### src/rtl/rv_ifu_pkg.sv
// Shared widths, reset defaults and PC helpers for the instruction fetch unit.
package rv_ifu_pkg;

   localparam int unsigned XLEN           = 32;
   localparam int unsigned DATA_WIDTH_DEF = 32;
   localparam int unsigned ROM_DEPTH_DEF  = 256;
   localparam int unsigned FIFO_DEPTH_DEF = 2;

   localparam logic [XLEN-1:0] RESET_PC_DEF = 32'h0000_0000;
   localparam logic [XLEN-1:0] INSTR_BYTES  = XLEN'(4);

   // Redirect targets are forced onto a word boundary.
   function automatic logic [XLEN-1:0] word_align(input logic [XLEN-1:0] pc);
      return pc & ~XLEN'(3);
   endfunction

endpackage

### src/rtl/rv_ifu_fifo.sv
// Prefetch FIFO: power-of-two depth, push/pop/flush, registered head storage and count.
module rv_ifu_fifo #(
   parameter int unsigned  WIDTH = 64,
   parameter int unsigned  DEPTH = 2,
   localparam int unsigned PW    = (DEPTH > 1) ? $clog2(DEPTH) : 1,
   localparam int unsigned CW    = $clog2(DEPTH) + 1
) (
   input  logic             clk,
   input  logic             rstn,
   input  logic             push,
   input  logic             pop,
   input  logic             flush,
   input  logic [WIDTH-1:0] wdata,
   output logic [WIDTH-1:0] head,
   output logic [CW-1:0]    count,
   output logic             not_empty
);

   logic [WIDTH-1:0] mem [DEPTH];
   logic [PW-1:0]    rd_ptr;
   logic [PW-1:0]    wr_ptr;
   logic [CW-1:0]    count_nxt;

   // Flush wins; simultaneous push and pop leave the count unchanged.
   always_comb begin
      count_nxt = count;
      if (flush)
         count_nxt = '0;
      else if (push && !pop)
         count_nxt = count + CW'(1);
      else if (pop && !push)
         count_nxt = count - CW'(1);
   end

   always_ff @(posedge clk or negedge rstn) begin
      if (!rstn) begin
         rd_ptr    <= '0;
         wr_ptr    <= '0;
         count     <= '0;
         not_empty <= 1'b0;
         for (int i = 0; i < int'(DEPTH); i++)
            mem[i] <= '0;
      end else begin
         count     <= count_nxt;
         not_empty <= (count_nxt != '0);
         if (flush) begin
            rd_ptr <= '0;
            wr_ptr <= '0;
         end else begin
            if (push) begin
               mem[wr_ptr] <= wdata;
               wr_ptr      <= wr_ptr + PW'(1);
            end
            if (pop)
               rd_ptr <= rd_ptr + PW'(1);
         end
      end
   end

   assign head = mem[rd_ptr];

endmodule

### src/rtl/rv_ifu.sv
// Instruction fetch unit: owns fetch_pc, addresses the ROM and queues {pc, instr} for decode.
module rv_ifu
   import rv_ifu_pkg::*;
#(
   parameter int unsigned     FIFO_DEPTH = FIFO_DEPTH_DEF,
   parameter logic [XLEN-1:0] RESET_PC   = RESET_PC_DEF,
   parameter int unsigned     DATA_WIDTH = DATA_WIDTH_DEF,
   parameter int unsigned     ROM_DEPTH  = ROM_DEPTH_DEF,
   localparam int unsigned    AW         = $clog2(ROM_DEPTH)
) (
   input  logic                  clk,
   input  logic                  rstn,
   output logic [AW-1:0]         rom_addr_o,
   input  logic [DATA_WIDTH-1:0] rom_data_i,
   input  logic                  redirect_i,
   input  logic [XLEN-1:0]       redirect_pc_i,
   output logic [DATA_WIDTH-1:0] instr_o,
   output logic [XLEN-1:0]       pc_o,
   output logic                  valid_o,
   input  logic                  ready_i
);

   localparam int unsigned EW = XLEN + DATA_WIDTH;
   localparam int unsigned CW = $clog2(FIFO_DEPTH) + 1;

   logic [XLEN-1:0] fetch_pc;
   logic [CW-1:0]   count;
   logic [EW-1:0]   head;
   logic            pop;
   logic            push;

   assign pop  = valid_o & ready_i;
   // A full FIFO may still accept when decode frees the head in the same cycle.
   assign push = !redirect_i & ((count < CW'(FIFO_DEPTH)) | pop);

   always_ff @(posedge clk or negedge rstn) begin
      if (!rstn)
         fetch_pc <= RESET_PC;
      else if (redirect_i)
         fetch_pc <= word_align(redirect_pc_i);
      else if (push)
         fetch_pc <= fetch_pc + INSTR_BYTES;
   end

   // Truncation makes fetches past the ROM end alias back to word 0.
   assign rom_addr_o = fetch_pc[AW+1:2];

   rv_ifu_fifo #(
      .WIDTH (EW),
      .DEPTH (FIFO_DEPTH)
   ) u_fifo (
      .clk       (clk),
      .rstn      (rstn),
      .push      (push),
      .pop       (pop),
      .flush     (redirect_i),
      .wdata     ({fetch_pc, rom_data_i}),
      .head      (head),
      .count     (count),
      .not_empty (valid_o)
   );

   assign pc_o    = head[EW-1:DATA_WIDTH];
   assign instr_o = head[DATA_WIDTH-1:0];

endmodule

### config.mk
export PLATFORM = sky130hd
export DESIGN_NAME = rv_ifu
export DESIGN_NICKNAME = d
export VERILOG_FILES = /design/src/rtl/rv_ifu_pkg.sv /design/src/rtl/rv_ifu_fifo.sv /design/src/rtl/rv_ifu.sv
export SDC_FILE = /design/constraint.sdc
export NUM_CORES = 1
export LEC_CHECK = 0
export CAP_MARGIN = 20
export CORE_MARGIN = 4
export CORE_UTILIZATION = 52
export DETAILED_ROUTE_END_ITERATION = 12
export PLACE_DENSITY_LB_ADDON = 0.3
export SLEW_MARGIN = 10
export SYNTH_ARGS = -nofsm -noshare
export SYNTH_HDL_FRONTEND = slang
export SYNTH_SLANG_ARGS = --single-unit
export TNS_END_PERCENT = 30
### constraint.sdc
create_clock -name clk -period 2.1 [get_ports clk]
set_clock_uncertainty 0.05 [all_clocks]
set_input_delay 0.315 -clock clk [delete_from_list [all_inputs] [get_ports clk]]
set_output_delay 0.315 -clock clk [all_outputs]
set_load 0.1 [all_outputs]
Word-level counts from Yosys, hierarchy flattened. Cells that the tools add are included.

Logic and storage cells: 47. Output and inout bits: 73. Flip-flop bits (word level): 165.

Add/subtract/negate cells: 5. Reduce and logical (&&, ||, !) cells: 10. Magnitude comparators: 4. Bitwise gates (word level): 6. Multiplexer cells: 15.

Operators by type and width (count): two-way mux 64 bit (4); bitwise mux 128 bit (1); demux 64 bit (select 1 bit) (1); two-way mux 32 bit (2); adder 32 x 3 -> 32 bit, second input constant (1); two-way mux 2 bit (3); nonzero test 2 bit (3); >= comparator 2 bit, second input constant (2); two-way mux 1 bit (4); NOT 1 -> 2 bit (2); logical AND 1 bit (3); zero test 1 bit (3); adder 1 bit, second input constant (2); adder 2 x 1 -> 2 bit, second input constant (1); bitwise AND 1 bit (2); < comparator 2 x 1 -> 1 bit, second input constant (1); < comparator 2 bit, second input constant (1); AND reduction 2 bit (1); subtractor 2 x 1 -> 2 bit, second input constant (1); NOT 1 bit (1); OR 1 bit (1).

Depth between registers and ports, before layout.
Depth in word-level cells: 9. Gate-level depth with buffers: 6. Gate-level depth less buffers: 5.

Hierarchy. From an unflattened synthesis, not the netlist that was laid out.

Cell total of the unflattened synthesis: 590. Area, all modules: 8235.4 µm².

By module, submodules not included: rv_ifu_fifo (cells each 367, area an instance 6329.8 µm², times used 1); rv_ifu (cells each 223, area an instance 1905.6 µm², times used 1).

Least setup slack after synthesis. Ideal clock, no wire load.

Kind: register to register. From: reg u_fifo.not_empty. To: reg u_fifo.mem[64] in the netlist's numbering. Arrival: 2.131 ns. Stages on the path, launching flop included: 5. Setup slack: -0.206 ns. Data required time: 1.925 ns. Cells stage by stage: dfrtp_1 > a21boi_1 > nor3_2 > buf_2 > mux2_2.

Cells in the longest elaborated chain, start to end: 4.

RTL lines: start, declared (RTL line rv_ifu_fifo.sv:16) `output logic not_empty`; start signal, assigned (RTL line rv_ifu_fifo.sv:45) `not_empty <= (count_nxt != '0);`; bitwise AND 1 bit (RTL line rv_ifu.sv:32) `assign pop = valid_o & ready_i;`; OR 1 bit (RTL line rv_ifu.sv:34) `assign push = !redirect_i & ((count < CW'(FIFO_DEPTH)) | pop);`; bitwise AND 1 bit (RTL line rv_ifu.sv:34); AND reduction 2 bit (no line); end signal, assigned by index (RTL line rv_ifu_fifo.sv:51) `mem[wr_ptr] <= wdata;`; end, declared (RTL line rv_ifu_fifo.sv:19) `logic [WIDTH-1:0] mem [DEPTH];`.

No other way between the ends. A chain may end at the register's enable or synchronous reset.

Worst setup path in the final report.
From: reg u_fifo.rd_ptr. To: out instr_o[10].

Cells in the longest elaborated chain, start to end: 4.

RTL lines: start, declared (RTL line rv_ifu_fifo.sv:20) `logic [PW-1:0] rd_ptr;`; start signal, assigned (RTL line rv_ifu_fifo.sv:55) `rd_ptr <= rd_ptr + PW'(1);`; NOT 1 -> 2 bit (implied by the code) (RTL line rv_ifu_fifo.sv:60) `assign head = mem[rd_ptr];`; two-way mux 64 bit (implied by the code) (3 in a row) (RTL line rv_ifu_fifo.sv:60); end, declared (RTL line rv_ifu.sv:17) `output logic [DATA_WIDTH-1:0] instr_o,`.

No other way between the ends. The select of a mux whose other input is x is not followed.

==> flow_summary.ini <==
[min_path]
hold_class = input pin to async pin

[detailed_routing]
wire_per_inst_microns = 18.77
finalWirelength_microns = 16670
via_count = 5001
vias_per_cell = 5.632
drt-initial-drc-count = 252
ant_nets = 0
dr.pass1.iters = 5
drc = 0

[worst_setup_path]
r2r_slack_ns = 0.09
worstSetupEndpointType = output port
cp_common_cell = buf_12
cp_slowest_cell = dfrtp_2
cp-start-kind = flip-flop
worstPathRequired_ns = 1.74
worstPathCellList = buf_12, mux2_2, buf_12
max_stage_delay_ns = 0.41
arrival_ns = 1.64
rr_worst_depth = 5
reg2reg_from = fetch_pc[3]
cp_max_fo = 35
critPathTopFamily = buffers and inverters
crit_type = flip-flop to output port
critPathBufInv = 2
r2r-end = fetch_pc[22]

[synth]
yosysWarnings = 0
syn_inst = 557
ys.flop_type = dfrtp_1
syn_area_per_cell_sq_um = 13.21
yosysSeqAreaShare = 0.5407
synth_top_area_share = 0.5407
synthTopCellsByCount = mux2_2 (186), dfrtp_1 (159), nand2_1 (23), nor2_1 (22), o21ai_0 (21)
synth_area_sq_um = 7358
yosysTopAreaCell = dfrtp_1
yosysMostFrequentCell = mux2_2
ys_types = 43
synth-async-reset-ratio = 1.000
synth_area_leaders = dfrtp_1 (54%), mux2_2 (28%), a31oi_1 (1.4%)
ys_ff_latch = 159
synth_edf_count = 0

[timing]
setup_viol = 0
finalSetupTns_ns = 0
hold_violations = 0
period_share = 0.9562
grt_setup_unrepaired = false
fmax_mhz = 498.0
slew_viol_final = 0
period_minus_slack_ns = 2.008

[place]
dp_hpwl_microns = 11320
place_congestion = 0.8001
io_buffers = 136

[grt]
grt_start_max_net_pins = 52
antenna_found_initial = 0
grt_pass1_vias = 5382
track_usage = 0.2151
grt_overflow = 0
grt_pass1_wl_microns = 27380

[floorplanning]
rows = 43
die_h_microns = 127.0
die_area_sq_um = 16120
io_pins = 141
core_area_sq_um = 13880
die_x_microns = 127.0
initial_core_util = 0.5301

[clock_tree]
clock_latency_ns = 0.42
post_cts_resized = 0
cts-root-buf = clkbuf_16
cts_setup_buffers = 0
cts_buffers = 17
cts_tree = done
h-tree-depth = 4
clock_path_buffers = 2
cts.sinks = 159
clk_pin_slew_ns = 0.06

[final_layout]
final.fill_count = 907
final_layout_size_suffix_gt1_frac = 0.4633
area_growth_syn_to_layout_pct = 38.94
final_nets = 766
diodes = 0

[job]
maxCapViolations = 0

[outcome]
status = completed
[worst max-delay path by stage]
stage / slack [ns] / cells past startpoint / endpoint / start
6_report: 0.09 / 3 / instr_o[10] / u_fifo.rd_ptr
5_1_grt: 0.02 / 5 / fetch_pc[22] / fetch_pc[3]
4_1_cts: 0.06 / 3 / instr_o[10] / u_fifo.rd_ptr
3_5_place_dp: -0.12 / 5 / fetch_pc[23] / ready_i
3_3_place_gp: -0.04 / 6 / u_fifo.mem[71] / ready_i
2_1_floorplan: 0.13 / 4 / u_fifo.mem[64] / u_fifo.not_empty
[cell type report]
cell class	instances	area, sq um	area share
clock buffer	23	478.0	0.04675
clock inverter	7	110.1	0.01077
inverter	3	11.26	0.001101
multi-input combinational	353	3139	0.3071
sequential	159	3981	0.3894
tap	180	225.2	0.02203
timing repair buffer	163	2278	0.2229
[layout by cell type (no fill, tap or decap), drive strengths merged, types with 17 or more instances in the layout]
cell type,instances
nand2,23
mux2,186
clkdlybuf4s50,64
o21ai,21
buf,98
clkbuf,23
a31oi,17
dfrtp,159
nor2,22
[registers in the layout (all words and copies together) (netlist names)]
signal,flops
u_fifo.wr_ptr,1
u_fifo.count,2
fetch_pc,30
u_fifo.not_empty,1
u_fifo.rd_ptr,1
u_fifo.mem,124
[through the flow]
| step | cells | area, sq um | setup slack [ns] | hold WS (ns) | util |
|---|---|---|---|---|---|
| 3_3_place_gp | 857 | 9625 | -0.04431 | 0.2379 | 0.6934 |
| 5_1_grt | 888 | 10220 | 0.01691 | 0.4035 | 0.7365 |
| 2_1_floorplan | 558 | 7363 | 0.1261 | -0.03059 | - |
| 3_5_place_dp | 857 | 9625 | -0.1165 | 0.2457 | 0.6934 |
| 6_report | 888 | 10220 | 0.09193 | 0.3566 | 0.7365 |
| 4_1_cts | 888 | 10220 | 0.05770 | 0.3702 | 0.7365 |
[kinds of logic after synthesis]
logic type      count (synthesis)  synth area share
fa+ha+maj                       1          0.001700
simple gates                   97           0.07805
compound gates                 53           0.04336
xor+xnor                       13           0.01547
buf+inv                        46           0.03418
flops                         159            0.5407
other cells                     1         0.0005096
mux                           187            0.2860
[per-layer routing]
metal | part of all wire | routed length [microns] | up-vias | track usage
met4 | 0.025 | 419 | 0 | 0.09148
met5 | 0 | 0 | - | 0
met2 | 0.52 | 8682 | 145 | 0.3708
met3 | 0.044 | 741 | 32 | 0.04674
li1 | - | - | 2289 | -
met1 | 0.41 | 6826 | 2535 | 0.2610
[repair_timing]
item,4_1_cts,5_1_grt
hold buffers,1,0
hold endpoints to repair,48,0
endpoints found under the setup margin,0,0
Power is left out: the tool's default activity adds up to more than one toggle a clock period on the data nets, which glitch-free logic cannot reach.
